<file path="config.mk">
export PLATFORM = sky130hd
export DESIGN_NAME = lcd_hd44780_responder
export DESIGN_NICKNAME = d
export VERILOG_FILES = /design/src/rtl/lcd_hd44780_responder.sv
export SDC_FILE = /design/constraint.sdc
export NUM_CORES = 1
export LEC_CHECK = 0
export CAP_MARGIN = 20
export CORE_ASPECT_RATIO = 0.75
export CORE_MARGIN = 4
export CORE_UTILIZATION = 30
export CTS_BUF_LIST = sky130_fd_sc_hd__clkbuf_4 sky130_fd_sc_hd__clkbuf_8
export DETAILED_ROUTE_END_ITERATION = 10
export PLACE_DENSITY = 0.44
export SYNTH_ARGS = -nofsm -noshare
export SYNTH_HDL_FRONTEND = slang
export SYNTH_SLANG_ARGS = --single-unit
</file>
<file path="constraint.sdc">
create_clock -name CLOCK_50 -period 7 [get_ports CLOCK_50]
set_input_delay 1.4 -clock CLOCK_50 [delete_from_list [all_inputs] [get_ports CLOCK_50]]
set_output_delay 1.4 -clock CLOCK_50 [all_outputs]
set_load 0.02 [all_outputs]
</file>
<file path="src/rtl/lcd_hd44780_responder.sv">
// HD44780-compatible panel model: samples the 8-bit LCD bus, decodes instructions and data
// accesses, and maintains DDRAM, the address counter, mode flags and busy timing.
module lcd_hd44780_responder #(
  parameter int SYNC_STAGES = 2,
  parameter int BUSY_SHORT  = 2000,
  parameter int BUSY_LONG   = 82000
) (
  input  logic       CLOCK_50,
  input  logic       reset,
  input  logic       lcd_en,
  input  logic       lcd_rs,
  input  logic       lcd_rw,
  input  logic [7:0] lcd_data_in,
  output logic [7:0] lcd_data_out,
  output logic       lcd_data_oe,
  input  logic [6:0] scan_addr,
  output logic [7:0] scan_data,
  output logic       disp_on,
  output logic       cursor_on,
  output logic       blink_on,
  output logic       two_line,
  output logic       inc_mode,
  output logic [6:0] ac,
  output logic       busy,
  output logic       cmd_strobe,
  output logic       violation
);

  localparam int CW = $clog2(BUSY_LONG + 1);
  localparam logic [CW-1:0] LOAD_SHORT = CW'(BUSY_SHORT - 1);
  localparam logic [CW-1:0] LOAD_LONG  = CW'(BUSY_LONG - 1);

  typedef enum logic {ST_IDLE, ST_CLEAR} state_e;

  logic [SYNC_STAGES-1:0]      en_pipe_q, en_pipe_d;
  logic [SYNC_STAGES-1:0]      rs_pipe_q, rs_pipe_d;
  logic [SYNC_STAGES-1:0]      rw_pipe_q, rw_pipe_d;
  logic [SYNC_STAGES-1:0][7:0] data_pipe_q, data_pipe_d;
  logic                        en_prev_q, en_prev_d;

  logic [6:0]    ac_q, ac_d;
  logic          disp_on_q, disp_on_d;
  logic          cursor_on_q, cursor_on_d;
  logic          blink_on_q, blink_on_d;
  logic          two_line_q, two_line_d;
  logic          inc_mode_q, inc_mode_d;
  logic [CW-1:0] busy_cnt_q, busy_cnt_d;
  logic          strobe_q, strobe_d;
  logic          viol_q, viol_d;
  logic [7:0]    scan_data_q, scan_data_d;

  state_e        state_q, state_d;
  logic [6:0]    clr_idx_q, clr_idx_d;
  logic          clr_wr;
  logic          clear_go;

  logic [7:0]    ddram_q [128];
  logic          mem_we;
  logic [6:0]    mem_waddr;
  logic [7:0]    mem_wdata;

  logic          en_s, rs_s, rw_s, e_fall, busy_w;
  logic [7:0]    data_s;

  assign en_s   = en_pipe_q[SYNC_STAGES-1];
  assign rs_s   = rs_pipe_q[SYNC_STAGES-1];
  assign rw_s   = rw_pipe_q[SYNC_STAGES-1];
  assign data_s = data_pipe_q[SYNC_STAGES-1];
  assign e_fall = en_prev_q & ~en_s;
  assign busy_w = (busy_cnt_q != '0) || (state_q == ST_CLEAR);

  // Next address-counter value, folding the visible line windows into a ring.
  function automatic logic [6:0] ac_step(input logic [6:0] a, input logic up, input logic two);
    logic [6:0] r;
    r = up ? a + 7'd1 : a - 7'd1;
    if (two) begin
      if (up && a == 7'h27)       r = 7'h40;
      else if (up && a == 7'h67)  r = 7'h00;
      else if (!up && a == 7'h40) r = 7'h27;
      else if (!up && a == 7'h00) r = 7'h67;
    end else begin
      if (up && a == 7'h4F)       r = 7'h00;
      else if (!up && a == 7'h00) r = 7'h4F;
    end
    return r;
  endfunction

  always_comb begin
    en_pipe_d   = {en_pipe_q[SYNC_STAGES-2:0], lcd_en};
    rs_pipe_d   = {rs_pipe_q[SYNC_STAGES-2:0], lcd_rs};
    rw_pipe_d   = {rw_pipe_q[SYNC_STAGES-2:0], lcd_rw};
    data_pipe_d = {data_pipe_q[SYNC_STAGES-2:0], lcd_data_in};
    en_prev_d   = en_s;
  end

  // NOTE: every signal gets a default before any branch, so no path leaves it unassigned (no latch).
  always_comb begin
    ac_d        = ac_q;
    disp_on_d   = disp_on_q;
    cursor_on_d = cursor_on_q;
    blink_on_d  = blink_on_q;
    two_line_d  = two_line_q;
    inc_mode_d  = inc_mode_q;
    busy_cnt_d  = (busy_cnt_q != '0) ? busy_cnt_q - CW'(1) : busy_cnt_q;
    strobe_d    = 1'b0;
    viol_d      = 1'b0;
    clear_go    = 1'b0;
    mem_we      = 1'b0;
    mem_waddr   = ac_q;
    mem_wdata   = data_s;

    if (e_fall) begin
      if (!rs_s && rw_s) begin
        strobe_d = 1'b1;
      end else if (busy_w) begin
        viol_d = 1'b1;
      end else if (rs_s) begin
        strobe_d   = 1'b1;
        mem_we     = ~rw_s;
        ac_d       = ac_step(ac_q, inc_mode_q, two_line_q);
        busy_cnt_d = LOAD_SHORT;
      end else begin
        strobe_d = 1'b1;
        casez (data_s)
          8'b1???????: begin
            ac_d       = data_s[6:0];
            busy_cnt_d = LOAD_SHORT;
          end
          8'b01??????: viol_d = 1'b1;
          8'b001?????: begin
            two_line_d = data_s[3];
            viol_d     = ~data_s[4];
            busy_cnt_d = LOAD_SHORT;
          end
          8'b0001????: begin
            if (data_s[3]) viol_d = 1'b1;
            else           ac_d   = ac_step(ac_q, data_s[2], two_line_q);
            busy_cnt_d = LOAD_SHORT;
          end
          8'b00001???: begin
            disp_on_d   = data_s[2];
            cursor_on_d = data_s[1];
            blink_on_d  = data_s[0];
            busy_cnt_d  = LOAD_SHORT;
          end
          8'b000001??: begin
            inc_mode_d = data_s[1];
            viol_d     = data_s[0];
            busy_cnt_d = LOAD_SHORT;
          end
          8'b0000001?: begin
            ac_d       = '0;
            busy_cnt_d = LOAD_LONG;
          end
          8'b00000001: begin
            ac_d       = '0;
            inc_mode_d = 1'b1;
            clear_go   = 1'b1;
            busy_cnt_d = LOAD_LONG;
          end
          default: viol_d = 1'b1;
        endcase
      end
    end

    if (clr_wr) begin
      mem_we    = 1'b1;
      mem_waddr = clr_idx_q;
      mem_wdata = 8'h20;
    end
  end

  // NOTE: sequential state uses non-blocking assignments so every flop samples pre-edge values.
  always_ff @(posedge CLOCK_50) begin
    if (reset) begin
      en_pipe_q   <= '0;
      rs_pipe_q   <= '0;
      rw_pipe_q   <= '0;
      data_pipe_q <= '0;
      en_prev_q   <= 1'b0;
      ac_q        <= '0;
      disp_on_q   <= 1'b0;
      cursor_on_q <= 1'b0;
      blink_on_q  <= 1'b0;
      two_line_q  <= 1'b0;
      inc_mode_q  <= 1'b1;
      busy_cnt_q  <= '0;
      strobe_q    <= 1'b0;
      viol_q      <= 1'b0;
      scan_data_q <= '0;
    end else begin
      en_pipe_q   <= en_pipe_d;
      rs_pipe_q   <= rs_pipe_d;
      rw_pipe_q   <= rw_pipe_d;
      data_pipe_q <= data_pipe_d;
      en_prev_q   <= en_prev_d;
      ac_q        <= ac_d;
      disp_on_q   <= disp_on_d;
      cursor_on_q <= cursor_on_d;
      blink_on_q  <= blink_on_d;
      two_line_q  <= two_line_d;
      inc_mode_q  <= inc_mode_d;
      busy_cnt_q  <= busy_cnt_d;
      strobe_q    <= strobe_d;
      viol_q      <= viol_d;
      scan_data_q <= scan_data_d;
    end
  end

  always_ff @(posedge CLOCK_50) begin
    if (reset) begin
      state_q   <= ST_IDLE;
      clr_idx_q <= '0;
    end else begin
      state_q   <= state_d;
      clr_idx_q <= clr_idx_d;
    end
  end

  always_comb begin
    state_d = state_q;
    case (state_q)
      ST_IDLE:  if (clear_go) state_d = ST_CLEAR;
      ST_CLEAR: if (clr_idx_q == 7'd127) state_d = ST_IDLE;
      default:  state_d = ST_IDLE;
    endcase
  end

  always_comb begin
    clr_wr    = (state_q == ST_CLEAR);
    clr_idx_d = clr_wr ? clr_idx_q + 7'd1 : 7'd0;
  end

  // NOTE: DDRAM contents are never reset; reset only blocks the write so a clear stops mid-way.
  always_ff @(posedge CLOCK_50) begin
    if (mem_we && !reset) ddram_q[mem_waddr] <= mem_wdata;
  end

  always_comb begin
    scan_data_d  = ddram_q[scan_addr];
    lcd_data_oe  = en_s & rw_s;
    lcd_data_out = '0;
    if (lcd_data_oe) lcd_data_out = rs_s ? ddram_q[ac_q] : {busy_w, ac_q};
  end

  assign scan_data  = scan_data_q;
  assign disp_on    = disp_on_q;
  assign cursor_on  = cursor_on_q;
  assign blink_on   = blink_on_q;
  assign two_line   = two_line_q;
  assign inc_mode   = inc_mode_q;
  assign ac         = ac_q;
  assign busy       = busy_w;
  assign cmd_strobe = strobe_q;
  assign violation  = viol_q;

endmodule

</file>
# ---- Word level (Yosys, flattened, before mapping)
# Memories as Yosys holds them, arrays and structs flattened. A register that Yosys moved wholly into a read port is not among the register bits.
# Index checks and enable logic that the tools add are counted.
dict set report classes {
  addsub 4
  eq_ne 12
  n_mux 53
  n_bitwise 10
  n_reduce_logical 31
}
# op n
set op_table {}
lappend op_table {{$mux W7} 21}
lappend op_table {{$mux W17} 5}
lappend op_table {{$pmux W17 S2} 1}
lappend op_table {{$eq A7 B7 Y1 const B} 4}
lappend op_table {{$mux W8} 3}
lappend op_table {{$pmux W7 S3} 1}
lappend op_table {{$reduce_and A5 Y1} 4}
lappend op_table {{$mux W1} 19}
lappend op_table {{$reduce_bool A17 Y1} 1}
lappend op_table {{$sub A17 B1 Y17 const B} 1}
lappend op_table {{$add A7 B1 Y7 const B} 2}
lappend op_table {{$logic_and A1 B1 Y1} 12}
lappend op_table {{$eq A8 B1 Y1 const B} 1}
lappend op_table {{$not A1 Y1} 8}
lappend op_table {{$eq A7 B1 Y1 const B} 1}
lappend op_table {{$eq A7 B6 Y1 const B} 1}
lappend op_table {{$logic_not A7 Y1} 1}
lappend op_table {{$sub A7 B1 Y7 const B} 1}
lappend op_table {{$eq A6 B1 Y1 const B} 1}
lappend op_table {{$reduce_or A2 Y1} 3}
lappend op_table {{$eq A5 B1 Y1 const B} 1}
lappend op_table {{$reduce_or A5 Y1} 1}
lappend op_table {{$eq A4 B1 Y1 const B} 1}
lappend op_table {{$logic_not A1 Y1} 4}
lappend op_table {{10 further kinds} 12}
dict set report totals {
  ff_bits 62
  ram_bits 1024
  input_bits 20
  out_inout_bits 32
  wordCells 128
  memories 1
}
# name depth word_bits rd rd_ports_with_merged_regs wr line_no
set memory_table {}
lappend memory_table {ddram_q 128 8 2 2 1 57} ;# logic [7:0] ddram_q [128];

# ---- Logic depth before layout (Yosys ltp)
dict set report depth {
  depth_word 12
  ltp_mapped 12
}

# ---- Worst setup path before layout
# Ideal clock, no wire load.
dict set report synth_path {
  path_kind {reg-to-reg}
  from {reg state_q (netlist: clr_wr)}
  to {mem ddram_q[0][4], data pin}
  arrival_ns 4.080
  path_slack_ns 2.092
  stages_incl_launch_ff 5
  path_buffers 3
  period_less_slack_ns 4.908
  cell_sequence {dfxtp_1 clkbuf_1 buf_1 clkbuf_1 nor2b_1}
}
dict set report synth_via {
  elab_chain_len 1
}
# element line_no
set synth_lines {}
lappend synth_lines {{start: declaration} 52} ;# state_e state_q, state_d;
lappend synth_lines {{start signal: assignment} 215} ;# state_q <= state_d;
lappend synth_lines {{$mux W8} 166} ;# if (clr_wr) begin
lappend synth_lines {{named net mem_wdata[4]} 60} ;# logic [7:0] mem_wdata;
lappend synth_lines {{end: declaration} 57}
# The timed path passes the listed nets, and every way through them passes these cells.

==> flow_metrics.tcl <==
set metrics [dict create \
    grt_start_max_net_pins 106 \
    synthAdderAreaFrac 0.001203 \
    clk_pin_slew_ns 0.06 \
    crit_family "compound AO/OA/AOI/OAI gates" \
    clock_path_buffers 3 \
    netlist_top_cells_area "edfxtp_1 59%, mux4_2 16%, mux2i_1 6.1%" \
    cts_sinks 1101 \
    routed_wl_um 198800 \
    end_kind "primary output" \
    yosys.area_share.simple 0.05812 \
    fin_setup_tns_ns 0 \
    first_global_vias 32160 \
    via_per_inst 5.757 \
    fill_cells 16570 \
    drv_slew 0 \
    grt_pass1_wl_um 273100 \
    numCtsBuffers 186 \
    die_h_um 368.5 \
    rsz0062_at_grt "no" \
    portBuffers 51 \
    syn_area_um2 51990 \
    synth_edf_count 1024 \
    ios 52 \
    crit_path_frequent_cell "buf_4" \
    rows 132 \
    min_path_type "reg2reg" \
    skew_ns 0.06774 \
    wire_per_inst_um 34.16 \
    drive_gt1_frac 0.2586 \
    synth-seq-cells 1101 \
    pre_cts_ws_ns 0.7109 \
    maxClockFrequency_mhz 146.2 \
    cp.required_ns 5.60 \
    leakagePower_uw 0.01845 \
    fin_ws_ns 0.1616 \
    power_density_nw_per_um2 236.7 \
    r2r_cells 8 \
    syn2layout_area_growth_pct 14.11 \
    dr.pass1.iters 6 \
    max_slew_margin 0.1691 \
    syn_inst 3246 \
    grt-ovfl-total 0 \
    core_um2 172400 \
    synth_seq_area_share 0.6211 \
    cts-root-buf "clkbuf_8" \
    holdWs_ns 0.4317 \
    hold_buffers 0 \
    synth_compound_area_frac 0.06117 \
    nets 3409 \
    cp_cell_sequence "buf_4, nor2b_2, a22oi_1, nand3_1, o311ai_0, a311oi_1, nor3_1, buf_4, clkdlybuf4s50_1" \
    fin_crit_ns 6.838 \
    ant_nets 0 \
    hold_path_depth 1 \
    synth_flop_cell "edfxtp_1" \
    slowest_stage "a311oi_1" \
    power_uw 14040 \
    finalSetupViolCount 0 \
    fin_crit_sh 0.9769 \
    synth-xor-area-share 0.003875 \
    htreeDepth 4 \
    dieArea_um2 180100 \
    ys.warnings.count 0 \
    cap_violations 0 \
    tightestPinTransition_ns 1.237 \
    regToRegSetupSlack_ns 2.98 \
    synth_top_family_by_area "multiplexers" \
    reg2reg_to "ddram_q[109][2]" \
    start_util 0.3015 \
    yosysUniqueCellTypes 73 \
    hold_path.startpoint "rw_pipe_q[0]" \
    status "complete, no violations" \
    cp-start-kind "register" \
    route.vias.total 33500 \
    finalHoldViolations 0 \
    worstSetupPathType "reg2out" \
    yosysTopAreaCell "edfxtp_1" \
    drt-initial-drc-count 4527 \
    arrival_ns 5.44 \
    ir_drop_v 0.0001396 \
    path_buf_inv 3 \
    detailed_place_hpwl_um 135100 \
    place_congestion 0.9391 \
    antenna_found_initial 17 \
    async_flop_share 0 \
    grt_use_total 0.2177 \
    cts_tree "built" \
    insertion_delay_ns 0.94 \
    syn_avg_cell_area_um2 16.02 \
    drc 0 \
    synth.top_cell.area_share 0.5914 \
    muxShareOfSynthArea 0.2330 \
    cp_max_fo 22 \
    critPathMaxStageDelay_ns 0.98 \
    r2r-start "busy_cnt_q[11]" \
    hold_end "rw_pipe_q[1]" \
    syn-num-nets 3271 \
    die_w_um 488.7 \
]
registers in the layout, summed over array words and instances, names as in the netlist, 7 cells and up, named ones only:
register and flops:
ac 7, clr_idx_q 7, scan_data 8, ddram_q 1024
busy_cnt_q 17, data_pipe_d 8, data_s 8
synthesized netlist by cell type (all sizes together) (7+ instances only):
cell type	number
nor3	61
xnor2	14
nand3	59
inv	17
buf	126
nor2b	47
dfxtp	77
a22o	14
nor2	230
clkbuf	118
o211ai	15
edfxtp	1024
nand2b	31
nand4	18
o21ai	58
a31oi	26
a22oi	95
a21oi	111
o221ai	18
and2	8
nand2	132
mux2i	319
o22ai	53
o32ai	7
nor4	15
mux2	52
xor2	9
a211oi	25
a221oi	19
a311oi	12
mux4	370
worst reg2reg max path: cells and delay by family (launching register included):
family / cells / cell delay, ns
AND/OR/NAND/NOR: 6 / 2.65
buffers and inverters: 1 / 0.33
flip-flops: 1 / 0.32
AO/OA/AOI/OAI: 1 / 0.30
metrics by stage:
step                instances  instance area (µm²)  utilization
floorplan                3246                51990            -
global placement         5451                55510       0.3219
detailed placement       5470                55710       0.3231
CTS                      5809                59270       0.3438
global route             5817                59320       0.3440
finish                   5820                59330       0.3441
power breakdown:
part,switching (µW),internal (µW),total [µW]
clock network,2790,2920,5710
logic,656,411,1070
registers,51.5,7210,7270
layout by cell type (no fill, tap or decap), types with 59 or more instances in the layout:
cell type	instances
edfxtp_1	1024
a21oi_1	111
nand2_1	132
nor2_1	222
a22oi_1	95
clkbuf_8	192
nand3_1	59
clkbuf_4	69
dfxtp_1	72
buf_4	112
mux2i_1	319
mux4_2	370
cell families (layout without fill, tap and decap cells):
| kind of cell | Yosys count | after routing |
|---|---|---|
| xor+xnor | 23 | 23 |
| compound gates | 477 | 477 |
| simple gates | 637 | 637 |
| buf+inv | 262 | 551 |
| mux | 741 | 741 |
| other cells | 0 | 7 |
| flops | 1101 | 1101 |
| fa+ha+maj | 5 | 5 |
timing repair:
action | CTS | global route
endpoints found under the setup margin | 2 | 1
pin swaps | 0 | 0
gates resized for setup | 2 | 1
buffers inserted | 0 | 0
cell type report:
cell class | count | area (µm²) | area share
clock buffers | 261 | 3161 | 0.05327
multi-input cells | 1883 | 18690 | 0.3151
inverters | 18 | 67.56 | 0.001139
diodes | 7 | 17.52 | 0.0002953
repair buffers | 194 | 1836 | 0.03094
flip-flops and latches | 1101 | 32300 | 0.5445
well taps | 2278 | 2850 | 0.04804
clock inverters | 78 | 397.9 | 0.006706
worst max-delay path by stage:
stage / from / endpoint / slack (ns) / cells after the start
finish: register / lcd_data_out[5] / 0.16 / 9
global route: register / lcd_data_out[4] / 0.07 / 10
CTS: register / lcd_data_out[3] / 0.04 / 8
detailed placement: register / lcd_data_out[3] / 0.71 / 8
global placement: register / lcd_data_out[4] / 0.63 / 8
floorplan: clr_wr / ddram_q[0][4] / 2.09 / 4
routing by layer:
layer,part of all wire,routed length (µm),global-route usage,up-vias
met5,0.00098,195,0.007246,-
met4,0.025,4978,0.05644,4
met3,0.099,19690,0.06000,265
met1,0.47,93840,0.3410,17920
met2,0.40,80080,0.2907,1725
li1,-,-,-,13590
Power figures use the tool's default switching activity.
